[src/rtl/prescaler_pkg.sv]
// prescaler_pkg
// Shared constants for the programmable prescaler: run-mode encodings,
// FSM state encoding and a helper that tells counted modes from free-run.
package prescaler_pkg;

    localparam logic [1:0] MODE_CONT    = 2'b00;
    localparam logic [1:0] MODE_ONESHOT = 2'b01;
    localparam logic [1:0] MODE_BURST   = 2'b10;

    typedef enum logic {
        ST_IDLE = 1'b0,
        ST_RUN  = 1'b1
    } state_e;

    // One-shot and burst terminate after a pulse count; 00 and 11 free-run.
    function automatic logic is_counted_mode(input logic [1:0] m);
        return (m == MODE_ONESHOT) || (m == MODE_BURST);
    endfunction

endpackage

[src/rtl/prescaler_phase.sv]
// prescaler_phase
// Period register, phase counter and registered p_e generation.
// Ports:
//   clk, rst       - clock, synchronous active-low reset
//   run            - FSM is in RUN; counting only happens while high
//   en             - count enable (0 holds the phase)
//   load           - capture period_in and restart the phase at 0
//   clear          - restart the phase at 0 (stop in RUN, or run start)
//   period_in      - new period value
//   p_e            - registered one-cycle enable pulse
//   tick           - combinational: a pulse is being issued on this edge
module prescaler_phase #(
    parameter int WIDTH          = 8,
    parameter int DEFAULT_PERIOD = 5
) (
    input  logic             clk,
    input  logic             rst,
    input  logic             run,
    input  logic             en,
    input  logic             load,
    input  logic             clear,
    input  logic [WIDTH-1:0] period_in,
    output logic             p_e,
    output logic             tick
);

    logic [WIDTH-1:0] period_q, period_d;
    logic [WIDTH-1:0] phase_q, phase_d;
    logic             p_e_q, p_e_d;
    logic [WIDTH-1:0] last_phase;
    logic             count_en;

    // A period of 0 behaves as 1, so the last phase is 0 in both cases.
    assign last_phase = (period_q == '0) ? '0 : period_q - WIDTH'(1);

    // clear and load both win over counting on the same edge.
    assign count_en = run && en && !clear && !load;
    assign tick     = count_en && (phase_q == last_phase);

    always_comb begin
        period_d = period_q;
        phase_d  = phase_q;
        p_e_d    = tick;
        if (load) begin
            period_d = period_in;
        end
        if (clear || load) begin
            phase_d = '0;
        end else if (count_en) begin
            phase_d = tick ? '0 : phase_q + WIDTH'(1);
        end
    end

    always_ff @(posedge clk) begin
        if (!rst) begin
            period_q <= WIDTH'(DEFAULT_PERIOD);
            phase_q  <= '0;
            p_e_q    <= 1'b0;
        end else begin
            period_q <= period_d;
            phase_q  <= phase_d;
            p_e_q    <= p_e_d;
        end
    end

    assign p_e = p_e_q;

endmodule

[src/rtl/prescaler_prog.sv]
// prescaler_prog
// Runtime-programmable enable-pulse prescaler with continuous, one-shot
// and burst modes. Holds the IDLE/RUN FSM, the burst target and the pulse
// counter; the period/phase datapath lives in prescaler_phase.
// Ports:
//   clk, rst   - clock, synchronous active-low reset
//   en         - count enable
//   load       - strobe: capture period_in
//   period_in  - new period
//   mode       - 00 continuous, 01 one-shot, 10 burst, 11 continuous
//   burst_len  - pulses per burst, sampled on start (0 acts as 1)
//   start      - strobe: begin a one-shot/burst run
//   stop       - strobe: abort the current run
//   p_e        - registered one-cycle enable pulse
//   busy       - FSM is in RUN
//   done       - one-cycle pulse when a one-shot/burst run completes
//   cnt_out    - pulses emitted in the current run
// Control strobes are plain level-sampled pulses: each acts on the edge it
// is high at; there is no valid/ready handshake on this block.
module prescaler_prog
    import prescaler_pkg::*;
#(
    parameter int WIDTH          = 8,
    parameter int DEFAULT_PERIOD = 5,
    parameter int CNT_W          = 8
) (
    input  logic             clk,
    input  logic             rst,
    input  logic             en,
    input  logic             load,
    input  logic [WIDTH-1:0] period_in,
    input  logic [1:0]       mode,
    input  logic [CNT_W-1:0] burst_len,
    input  logic             start,
    input  logic             stop,
    output logic             p_e,
    output logic             busy,
    output logic             done,
    output logic [CNT_W-1:0] cnt_out
);

    state_e           state_q, state_d;
    logic [1:0]       mode_q, mode_d;
    logic [CNT_W-1:0] cnt_q, cnt_d;
    logic [CNT_W-1:0] target_q, target_d;
    logic             done_q, done_d;

    logic             in_run;
    logic             stop_run;
    logic             start_go;
    logic             tick;
    logic             finish;
    logic [CNT_W-1:0] cnt_inc;

    assign in_run   = (state_q == ST_RUN);
    assign stop_run = stop && in_run;
    // Explicit start is only needed (and only honoured) in counted modes.
    assign start_go = !in_run && start && is_counted_mode(mode);
    assign cnt_inc  = cnt_q + CNT_W'(1);
    // The pulse issued on this edge is the one that reaches the target.
    assign finish   = in_run && tick && is_counted_mode(mode_q) && (cnt_inc == target_q);

    prescaler_phase #(
        .WIDTH          (WIDTH),
        .DEFAULT_PERIOD (DEFAULT_PERIOD)
    ) u_phase (
        .clk       (clk),
        .rst       (rst),
        .run       (in_run),
        .en        (en),
        .load      (load && !stop_run),
        .clear     (stop_run || start_go),
        .period_in (period_in),
        .p_e       (p_e),
        .tick      (tick)
    );

    // FSM: state register
    always_ff @(posedge clk) begin
        if (!rst) begin
            state_q <= ST_IDLE;
        end else begin
            state_q <= state_d;
        end
    end

    // FSM: next state
    always_comb begin
        state_d = state_q;
        case (state_q)
            ST_IDLE: begin
                if (!is_counted_mode(mode) || start_go) begin
                    state_d = ST_RUN;
                end
            end
            ST_RUN: begin
                if (stop_run || finish) begin
                    state_d = ST_IDLE;
                end
            end
            default: state_d = ST_IDLE;
        endcase
    end

    // FSM: outputs
    always_comb begin
        busy = (state_q == ST_RUN);
    end

    // Run bookkeeping: sampled mode, target and pulse counter.
    always_comb begin
        mode_d   = mode_q;
        target_d = target_q;
        cnt_d    = cnt_q;
        done_d   = finish;
        if (!in_run) begin
            mode_d = mode;
            if (!is_counted_mode(mode) || start_go) begin
                cnt_d = '0;
            end
            if (start_go) begin
                if (mode == MODE_ONESHOT || burst_len == '0) begin
                    target_d = CNT_W'(1);
                end else begin
                    target_d = burst_len;
                end
            end
        end else if (tick) begin
            cnt_d = cnt_inc;
        end
    end

    always_ff @(posedge clk) begin
        if (!rst) begin
            mode_q   <= MODE_CONT;
            target_q <= CNT_W'(1);
            cnt_q    <= '0;
            done_q   <= 1'b0;
        end else begin
            mode_q   <= mode_d;
            target_q <= target_d;
            cnt_q    <= cnt_d;
            done_q   <= done_d;
        end
    end

    assign done    = done_q;
    assign cnt_out = cnt_q;

endmodule

[config.mk]
export PLATFORM = sky130hd
export DESIGN_NAME = prescaler_prog
export DESIGN_NICKNAME = d
export VERILOG_FILES = /design/src/rtl/prescaler_pkg.sv /design/src/rtl/prescaler_phase.sv /design/src/rtl/prescaler_prog.sv
export SDC_FILE = /design/constraint.sdc
export NUM_CORES = 1
export LEC_CHECK = 0
export BUFFER_PORTS_ARGS = -buffer_cell sky130_fd_sc_hd__buf_2
export CAP_MARGIN = 10
export CORE_MARGIN = 5
export CORE_UTILIZATION = 40
export DETAILED_ROUTE_END_ITERATION = 10
export PLACE_DENSITY = 0.68
export SETUP_SLACK_MARGIN = 0.2
export SLEW_MARGIN = 30
export SYNTH_ARGS = -nofsm -noshare
export SYNTH_HDL_FRONTEND = slang
export SYNTH_SLANG_ARGS = --single-unit
[constraint.sdc]
create_clock -name clk -period 3.1 [get_ports clk]
set_clock_uncertainty 0.15 [all_clocks]
set_input_delay 0 -clock clk [delete_from_list [all_inputs] [get_ports clk]]
set_output_delay 0 -clock clk [all_outputs]
set_load 0.03 [all_outputs]
Word level (Yosys, flattened, before mapping)
Index checks and enable logic that the tools add are counted.

Register bits after elaboration: 37. Input port bits: 24. Output and inout port bits: 11.

Add/sub/neg operators: 3. Eq/ne operators: 7. Mux-type cells: 9. Bitwise gates (word level): 2. Reductions and logical operators: 29.

Operators by type and width (count): $mux W8 (6); $add A8 B1 Y8 const B (2); $eq A8 B8 Y1 (2); $logic_not A8 Y1 (2); $logic_and A1 B1 Y1 (11); $sub A8 B1 Y8 const B (1); $logic_or A1 B1 Y1 (7); $logic_not A1 Y1 (5); $eq A2 B1 Y1 const B (2); $eq A2 B2 Y1 const B (2); $reduce_and A2 Y1 (2); $mux W1 (2); $ne A2 B1 Y1 const B (1); $not A1 Y1 (2); $pmux W1 S2 (1); $reduce_bool A2 Y1 (1); $reduce_or A2 Y1 (1).

Logic depth before layout (Yosys ltp)
Gate-level depths: netlist (run 1).

Depth in word-level cells: 14. Mapped depth: 10. Depth with buffers taken out: 9.

Cells and area by module
Synthesis (run 1) repeated with hierarchy kept, for this count alone.

Cells, all modules: 275. Area total of the unflattened synthesis: 2267.2 um^2.

By module, submodules not included: prescaler_prog (instances 1, cells each 145, area each 1136.1 um^2, seq. area each 400.4 um^2); prescaler_phase (instances 1, cells each 130, area each 1131.1 um^2, seq. area each 340.3 um^2).

Least setup slack after synthesis (run 1)
OpenSTA, ideal clock, no wires.

Path kind: reg2reg. Start: register u_phase.period_q[0]. End: register cnt_q[0], in the netlist cnt_out[0]. Arrival: 2.387 ns. Data required time: 2.829 ns. Setup slack: 0.441 ns. Cell stages (with the launch flop): 10. Buffers on the path: 1. Period minus slack after synthesis: 2.659 ns. Path through: dfxtp_1 -> inv_1 -> ha_1 -> or4b_4 -> o211a_1 -> a2111oi_4 -> nand4b_2 -> and2_4 -> buf_6 -> mux2_4.

Longest elaborated chain between the ends: 6. Elaborated cells between the ends (all ways): 7. Classes of those cells: 1 x add/sub; 2 x eq/ne; 1 x mux; 3 x reduce/logical.

Ends and longest elaborated chain: from (decl) (RTL line prescaler_phase.sv:27) `logic [WIDTH-1:0] period_q, period_d;`; from (signal assigned) (RTL line prescaler_phase.sv:56) `period_q <= WIDTH'(DEFAULT_PERIOD);`; from (signal assigned) (RTL line prescaler_phase.sv:60) `period_q <= period_d;`; $sub A8 B1 Y8 or $logic_not A8 Y1 (tied branches) (RTL line prescaler_phase.sv:34) `assign last_phase = (period_q == '0) ? '0 : period_q - WIDTH'(1);`; $mux W8 (*) (RTL line prescaler_phase.sv:34); $eq A8 B8 Y1 (*) (RTL line prescaler_phase.sv:38) `assign tick = count_en && (phase_q == last_phase);`; $logic_and A1 B1 Y1 (*) (RTL line prescaler_phase.sv:38); $ne A2 B1 Y1 (no source line) (*); $reduce_and A2 Y1 (no source line) (*); to (signal assigned) (RTL line prescaler_prog.sv:142) `cnt_q <= cnt_d;`; to (decl) (RTL line prescaler_prog.sv:44) `logic [CNT_W-1:0] cnt_q, cnt_d;`.

Mark *: on every way between the ends. The rest lies on a longest branch, timed or not. A chain may end at the register's enable or synchronous reset.

Final worst setup path (run 1)
Start: register u_phase.period_q[0]. End: register u_phase.phase_q[5].

Longest elaborated chain between the ends: 5. Elaborated cells between the ends (all ways): 6. Classes of those cells: 1 x add/sub; 1 x eq/ne; 2 x mux; 2 x reduce/logical.

Ends and longest elaborated chain: $sub A8 B1 Y8 or $logic_not A8 Y1 (tied branches) (RTL line prescaler_phase.sv:34); $mux W8 (*) (RTL line prescaler_phase.sv:34); $eq A8 B8 Y1 (*) (RTL line prescaler_phase.sv:38); $logic_and A1 B1 Y1 (*) (RTL line prescaler_phase.sv:38); $mux W8 (*) (RTL line prescaler_phase.sv:50) `phase_d = tick ? '0 : phase_q + WIDTH'(1);`; to (signal assigned) (RTL line prescaler_phase.sv:61) `phase_q <= phase_d;`; to (decl) (RTL line prescaler_phase.sv:28) `logic [WIDTH-1:0] phase_q, phase_d;`.

Marked as above.

==> metrics, run 1 <==
result of the run completed; Setup Viol. Count Final 0; endpoint arrival time on the critical path around 2700 ps; type of element capturing the critical path flop; overall global routing resource usage 0.1439; initial antenna violation count 0; CP Launch Type flop; input/output buffers 34; placed inst area 2271 um^2; placed instance count 334; number of top-level pins 35; fraction of registers with async set or reset after synthesis 0; Static Leakage between 0.9 and 1 nW; drt pass-1 iters 4; Post-route DRC 0; 1st-iter DRT viols 71; total number of vias around 1800; total die area 6666 um^2; portion of the post-synthesis area used by sequential elements 0.3608; clock tree from TritonCTS done; number of nets in the synthesized netlist 267; Max transition margin 0.6417; worst reg2reg endpoint u_phase.phase_q[5]; count of antenna diodes in the layout 0; Ys Warns 0; hpwl dp 3.236 mm; clk_lat worst skew 280 ps; GRT overflow 0; Final Wtd Congestion 0.7826; cell area after technology mapping 2053 um^2; largest net degree at the start of global routing 30; total routed wirelength 4.467 mm; row cnt 26; Hold Path Class primary input to flop; CTS resizes 0; number of buffers on the longest clock path 2; number of cells on the worst reg-to-reg path 9; Syn Area/Cell 8.591 um^2; global-route wire length before repair 7.548 mm; core box area roughly 5000 um^2; Die W 81.65 um; arithmetic-cell share of the synthesized area counting full adders, half adders and majority gates 0.02438; unrepaired setup endpoints after global routing false; clock buffers created by TritonCTS 5; post-route non-filler standard cell count 361; end of the critical path u_phase.phase_q[5]; vias in the first global route around 1600; simple-gate area share of the yosys netlist 0.2864; nets@finish about 320; multiplexer share of the synthesized area 0.02194; hold path depth 4; post-CTS clock slew at the launch and capture registers of the worst setup and hold paths 70 ps; source of the worst register-to-register timing path u_phase.period_q[0]; number of slew-limit violations in the final report 0; ANT nets after route 0; routed length per placed instance 12.37 um; maximum fanout encountered on the critical timing path 13; Post-synth top flop sky130_fd_sc_hd__dfxtp_1; pwr dens slightly below 400 nW/um^2; CTS sink count 37; number of flops mapped to enable cells by yosys 0; number of unique standard cell types used by synthesis 49; ratio of routed vias to standard cells approximately 5.0; peak supply drop about 0.0003 V; post-route fraction of the period consumed by the critical path 0.8646; initial core utilization 0.4072; post-CTS setup buffer count 0; synthesized-area fraction occupied by xor and xnor cells 0.1109; layout cell share with drive strength beyond 1 0.1684; final total negative setup slack 0 ps; Compound-Gate Fraction of Synth Area 0.1615; Die Y-Extent 81.65 um; total count of hold-check failures in the final report 0; root buffer cell sky130_fd_sc_hd__clkbuf_8; worst setup slack for register-to-register paths 420 ps; CP required 3110 ps; CP Launch Point u_phase.period_q[0]; Layout Cell Area excl Fill 2557 um^2; main combinational cell family by area after synthesis simple AND/OR/NAND/NOR gates; CTS H-tree depth 2; path type of the worst setup path flop to flop; Area growth syn-to-layout 24.56%; Tmin final 2680 ps; number of maximum-capacitance violations 0; slew of the pin with the lowest slew margin 532.6 ps; number of register bits inferred by synthesis 37; Max Freq around 370 MHz; synthesized netlist cell count 239
## cell families (layout without fill, tap and decap cells)
logic type	after synthesis	count (layout)
AND/OR/NAND/NOR	109	109
AO/OA/AOI/OAI	43	43
flip-flops	37	37
XOR/XNOR	26	26
buffers and inverters	16	68
adder cells (fa/ha/maj)	4	4
multiplexers	4	4
## final cells by class
type / count / area, um^2
repair buffers: 55 / 377.9
flip-flops and latches: 37 / 740.7
inverters: 6 / 22.52
clock buffers: 7 / 86.33
fillers: 458 / 2485
well taps: 70 / 87.58
multi-input cells: 186 / 1242
## critical path, cell delays in order, from the launching register on
cell	delay (ps)
sky130_fd_sc_hd__dfxtp_1	350
sky130_fd_sc_hd__inv_1	110
sky130_fd_sc_hd__ha_1	250
sky130_fd_sc_hd__or4b_4	500
sky130_fd_sc_hd__o211a_1	260
sky130_fd_sc_hd__a2111oi_4	320
sky130_fd_sc_hd__nand4b_2	160
sky130_fd_sc_hd__buf_4	200
sky130_fd_sc_hd__nand2b_1	190
sky130_fd_sc_hd__nor2_1	80
## stage by stage
| stage | power [mW] | worst slack (ps) | hold WS [ps] | util |
|---|---|---|---|---|
| after global placement | 0.6522 | 499.2 | 57.07 | 0.4504 |
| after CTS | 1.002 | 403.1 | 6.271 | 0.5072 |
| after detailed placement | 0.6538 | 419.8 | 73.07 | 0.4504 |
| after global routing | 1.044 | 205.8 | 13.90 | 0.5072 |
| after floorplan | 0.6183 | 441.5 | -25.85 | - |
| final | 0.9907 | 419.8 | 13.68 | 0.5072 |
## registers in the layout (all words and copies together), names as in the netlist
register and cells:
cnt_out 8, target_q 8, u_phase.period_q 8, u_phase.phase_q 8, mode_q 2, busy 1, done 1, u_phase.p_e 1
## Yosys cell counts (all sizes together) (3+ instances only)
master / instances / share of area
a21boi: 6 / 0.022
a21oi: 9 / 0.022
a22oi: 3 / 0.011
clkbuf: 8 / 0.015
dfxtp: 37 / 0.36
ha: 4 / 0.024
inv: 6 / 0.011
mux2i: 3 / 0.015
nand2: 31 / 0.057
nand2b: 4 / 0.012
nand3: 10 / 0.024
nand3b: 4 / 0.015
nor2: 15 / 0.027
nor2b: 12 / 0.037
nor3: 8 / 0.020
nor3b: 9 / 0.033
nor4: 3 / 0.0091
o211ai: 3 / 0.011
o2bb2ai: 3 / 0.013
o31ai: 3 / 0.011
xnor2: 17 / 0.073
xor2: 9 / 0.038
## how the worst min path moves through the flow
stage / from / slack (ps) / end
floorplan: period_in[2] / -30 / u_phase.period_q[2]
global placement: period_in[2] / 60 / u_phase.period_q[2]
detailed placement: period_in[2] / 70 / u_phase.period_q[2]
CTS: burst_len[3] / 6 / target_q[3]
global route: burst_len[3] / 10 / target_q[3]
finish: burst_len[4] / 10 / target_q[4]
## cell usage in the layout (no fill, tap or decap), types with 2 or more instances in the layout
cell,Yosys,routed
sky130_fd_sc_hd__nor2b_1,12,12
sky130_fd_sc_hd__a21oi_1,9,9
sky130_fd_sc_hd__ha_1,4,4
sky130_fd_sc_hd__o21ai_0,2,2
sky130_fd_sc_hd__nor4_1,3,3
sky130_fd_sc_hd__nand3_1,10,10
sky130_fd_sc_hd__o211ai_1,3,3
sky130_fd_sc_hd__nor3_1,8,8
sky130_fd_sc_hd__nand3b_1,4,4
sky130_fd_sc_hd__o22ai_1,2,2
sky130_fd_sc_hd__buf_2,1,34
sky130_fd_sc_hd__inv_1,6,6
sky130_fd_sc_hd__mux2i_1,3,3
sky130_fd_sc_hd__o2bb2ai_1,3,3
sky130_fd_sc_hd__xor2_1,9,9
sky130_fd_sc_hd__a21boi_0,6,6
sky130_fd_sc_hd__xnor2_1,17,17
sky130_fd_sc_hd__dfxtp_1,37,37
sky130_fd_sc_hd__clkbuf_8,0,6
sky130_fd_sc_hd__o211a_1,2,2
sky130_fd_sc_hd__nand2b_1,4,4
sky130_fd_sc_hd__nor3b_1,9,9
sky130_fd_sc_hd__o31ai_1,3,3
sky130_fd_sc_hd__nand2_1,31,31
sky130_fd_sc_hd__a21o_1,2,2
sky130_fd_sc_hd__nor2_1,15,15
sky130_fd_sc_hd__o2111ai_1,2,2
sky130_fd_sc_hd__dlygate4sd3_1,0,20
sky130_fd_sc_hd__and3_1,2,2
sky130_fd_sc_hd__a22oi_1,3,3
## layer usage
| metal | global-route usage | vias up | wire [um] |
|---|---|---|---|
| li1 | - | 949 | - |
| met1 | 0.1972 | 819 | 2218 |
| met2 | 0.2264 | 33 | 2005 |
| met3 | 0.02522 | 4 | 180 |
| met4 | 0.05150 | 0 | 63 |
| met5 | 0 | - | 0 |
## repair_timing
item                                    4_1_cts  5_1_grt
endpoints found under the hold margin        18        0
hold buffers                                 20        0
endpoints found under the setup margin        0        0
## report_power, final
| part | internal (mW) | switching, mW | total (mW) |
|---|---|---|---|
| Combinational | 0.0778 | 0.0757 | 0.154 |
| Sequential | 0.491 | 0.0196 | 0.511 |
| Clock | 0.176 | 0.150 | 0.326 |
Note: power is estimated with default switching activity, not from simulation.
==> run 2: changes to the inputs <==
--- a/config.mk
+++ b/config.mk
@@ -10,8 +10,9 @@
 export CORE_MARGIN = 5
 export CORE_UTILIZATION = 40
 export DETAILED_ROUTE_END_ITERATION = 10
-export PLACE_DENSITY = 0.68
+export PLACE_DENSITY = 0.7
 export SETUP_SLACK_MARGIN = 0.2
+export SKIP_CTS_REPAIR_TIMING = 1
 export SLEW_MARGIN = 30
 export SYNTH_ARGS = -nofsm -noshare
 export SYNTH_HDL_FRONTEND = slang
==> constraint.sdc (replaced) <==
create_clock -name clk -period 2.4 [get_ports clk]
set_clock_uncertainty 0.15 [all_clocks]
set_input_delay 0 -clock clk [delete_from_list [all_inputs] [get_ports clk]]
set_output_delay 0 -clock clk [all_outputs]
set_load 0.03 [all_outputs]
==> run 2 against run 1 <==
  * The run now ends with negative hold slack, negative setup slack left
  * Maximum frequency is 7.0% higher
  * Critical path depth is 1 lower
  * Clock-buffer cell count is 1 lower
  * Flip-flop and latch count stayed put
  * Combinational power is 55% higher
  * Sequential power is 29% higher
  * Setup slack worse by 520 ps
  * Via count is 3.3% higher
  * Wire length is 13% higher
  * Non-clock buffer count is 14 higher
==> metrics, run 2 (same netlist as run 1, synthesis figures left out) <==
overall global routing resource usage 0.1452 (+0.001281); path type of the worst setup path flop to flop; peak supply drop 0.0003388 V (+13%); CP Launch Type flop; total routed wirelength 5.055 mm (+13%); Die Y-Extent 81.65 um (unchanged); source of the worst register-to-register timing path u_phase.period_q[1]; worst reg2reg endpoint cnt_out[0]; total number of vias 1865 (+3.3%); drt pass-1 iters 5 (+1); Place WS -44.88 ps (-464.6 ps); Hold Path Class primary input to flop; routed length per placed instance 13.44 um (+8.6%); root buffer cell sky130_fd_sc_hd__clkbuf_8; input/output buffers 34 (unchanged); critical-path cell list nor4_1 > buf_4 > a22oi_1 > nand3b_1 > a2111oi_4 > nand4b_4 > and2_4 > mux2_4; layout cell share with drive strength beyond 1 0.2614 (+0.09305); Static Leakage 1.109 nW (+11%); met1 Resource Use GR 0.2064 (+0.009242); hpwl dp 3.406 mm (+5.2%); Tmin final 2505 ps (-175.7 ps); placed inst area 2365 um^2 (+4.1%); total count of hold-check failures in the final report 2 (+2); number of maximum-capacitance violations 0 (unchanged); count of antenna diodes in the layout 0 (unchanged); Die W 81.65 um (unchanged); CP required 2440 ps (-670 ps); clock tree from TritonCTS done; M2 GR Usage 0.2077 (-0.01873); Final Wtd Congestion 0.8247 (+5.4%); ANT nets after route 0 (unchanged); total die area 6666 um^2 (unchanged); core box area 5042 um^2 (unchanged); final total negative setup slack -672.2 ps (-672.2 ps); worst setup slack for register-to-register paths -100 ps (-520 ps); slew of the pin with the lowest slew margin 513.1 ps (-19.53 ps); clock buffers created by TritonCTS 5 (unchanged); vias in the first global route 1590 (-2.5%); Top Usage Layer GRT met2; CTS H-tree depth 2 (unchanged); crit-path max cell delay 410 ps (-90 ps); type of element capturing the critical path flop; GRT overflow 0 (unchanged); initial core utilization 0.4072 (unchanged); post-route fraction of the period consumed by the critical path 1.044 (+0.1790); maximum fanout encountered on the critical timing path 6 (-7); result of the run finished, violations left; ratio of routed vias to standard cells 4.960 (-0.80%); 1st-iter DRT viols 95 (+34%); unrepaired setup endpoints after global routing true; beginning of the worst hold path burst_len[5]; number of cells on the worst reg-to-reg path 8 (-1); Area growth syn-to-layout 35.41%; hold endpoint target_q[5]; hold path depth 4 (unchanged); CTS sink count 37 (unchanged); nets@finish 333 (+4.4%); largest net degree at the start of global routing 30 (unchanged); slowest stage cell, crit path sky130_fd_sc_hd__a2111oi_4; global-route wire length before repair 7.493 mm (-0.73%); Fin Hold WS -12.57 ps (-26.25 ps); Setup Viol. Count Final 15 (+15); Max transition margin 0.6579 (+0.01629); commonest cells after routing, fill and taps aside sky130_fd_sc_hd__dfxtp_1, sky130_fd_sc_hd__buf_2, sky130_fd_sc_hd__nand2_1; number of top-level pins 35 (unchanged); initial antenna violation count 0 (unchanged); row cnt 26 (unchanged); Max Freq 399.3 MHz (+7.0%); post-CTS clock slew at the launch and capture registers of the worst setup and hold paths 80 ps (about the same); endpoint arrival time on the critical path 2540 ps (-150 ps); failing checks negative hold slack, negative setup slack; Layout Cell Area excl Fill 2780 um^2 (+8.7%); number of buffers on the longest clock path 2 (unchanged); number of slew-limit violations in the final report 0 (unchanged); Post-route DRC 0 (unchanged); fraction of met3 tracks used by global routing 0.03618 (+0.01096); clk_lat worst skew 290 ps (about the same); pwr dens 526.6 nW/um^2 (+36%); post-route setup slack -104.5 ps (-524.3 ps)
-- run 2: how the worst max path moves through the flow --
stage,start,end,slack [ps],cells after the start
after floorplan,u_phase.period_q[0],cnt_out[0],-40,9
after global placement,u_phase.period_q[1],u_phase.phase_q[6],80,10
after detailed placement,u_phase.period_q[1],u_phase.phase_q[3],-40,10
after CTS,u_phase.period_q[1],u_phase.phase_q[3],-70,10
after global routing,u_phase.period_q[1],u_phase.phase_q[1],-150,9
final,u_phase.period_q[1],cnt_out[0],-100,8
-- run 2: cell type report --
| class | count | area (um^2) |
|---|---|---|
| inverter | 6 | 27.53 |
| timing repair buffer | 69 | 484.2 |
| clock buffer | 6 | 82.58 |
| sequential | 37 | 747.0 |
| fill | 447 | 2262 |
| multi-input combinational | 186 | 1314 |
| clock inverter | 2 | 37.54 |
| tap | 70 | 87.58 |
-- run 2: where the power goes --
part           internal, mW  switching (mW)  leakage [nW]
Combinational         0.121           0.118         0.749
Sequential            0.635          0.0225         0.302
Clock                 0.338           0.230        0.0574
Total                  1.09           0.370          1.11
-- run 2: worst max-delay path, delay by kind of cell, from the launching register on --
family,cells,cell delay [ps]
simple gates,4,950
compound gates,2,490
flops,1,360
mux,1,250
buf+inv,1,190
-- run 2: routing by layer --
metal | wire [um] | up-vias
li1 | - | 976
met1 | 2435 | 848
met2 | 2348 | 36
met3 | 196 | 5
met4 | 75 | 0
met5 | 0 | -
-- run 2: metrics by stage --
step	power (mW)	utilization	hold slack (ps)	instances
4_1_cts	1.424	0.4928	-231.1	352
2_1_floorplan	0.8040	-	-25.85	239
5_1_grt	1.531	0.5514	16.26	376
3_3_place_gp	0.8597	0.4690	59.72	344
6_report	1.464	0.5514	-12.57	376
3_5_place_dp	0.8623	0.4690	72.24	344
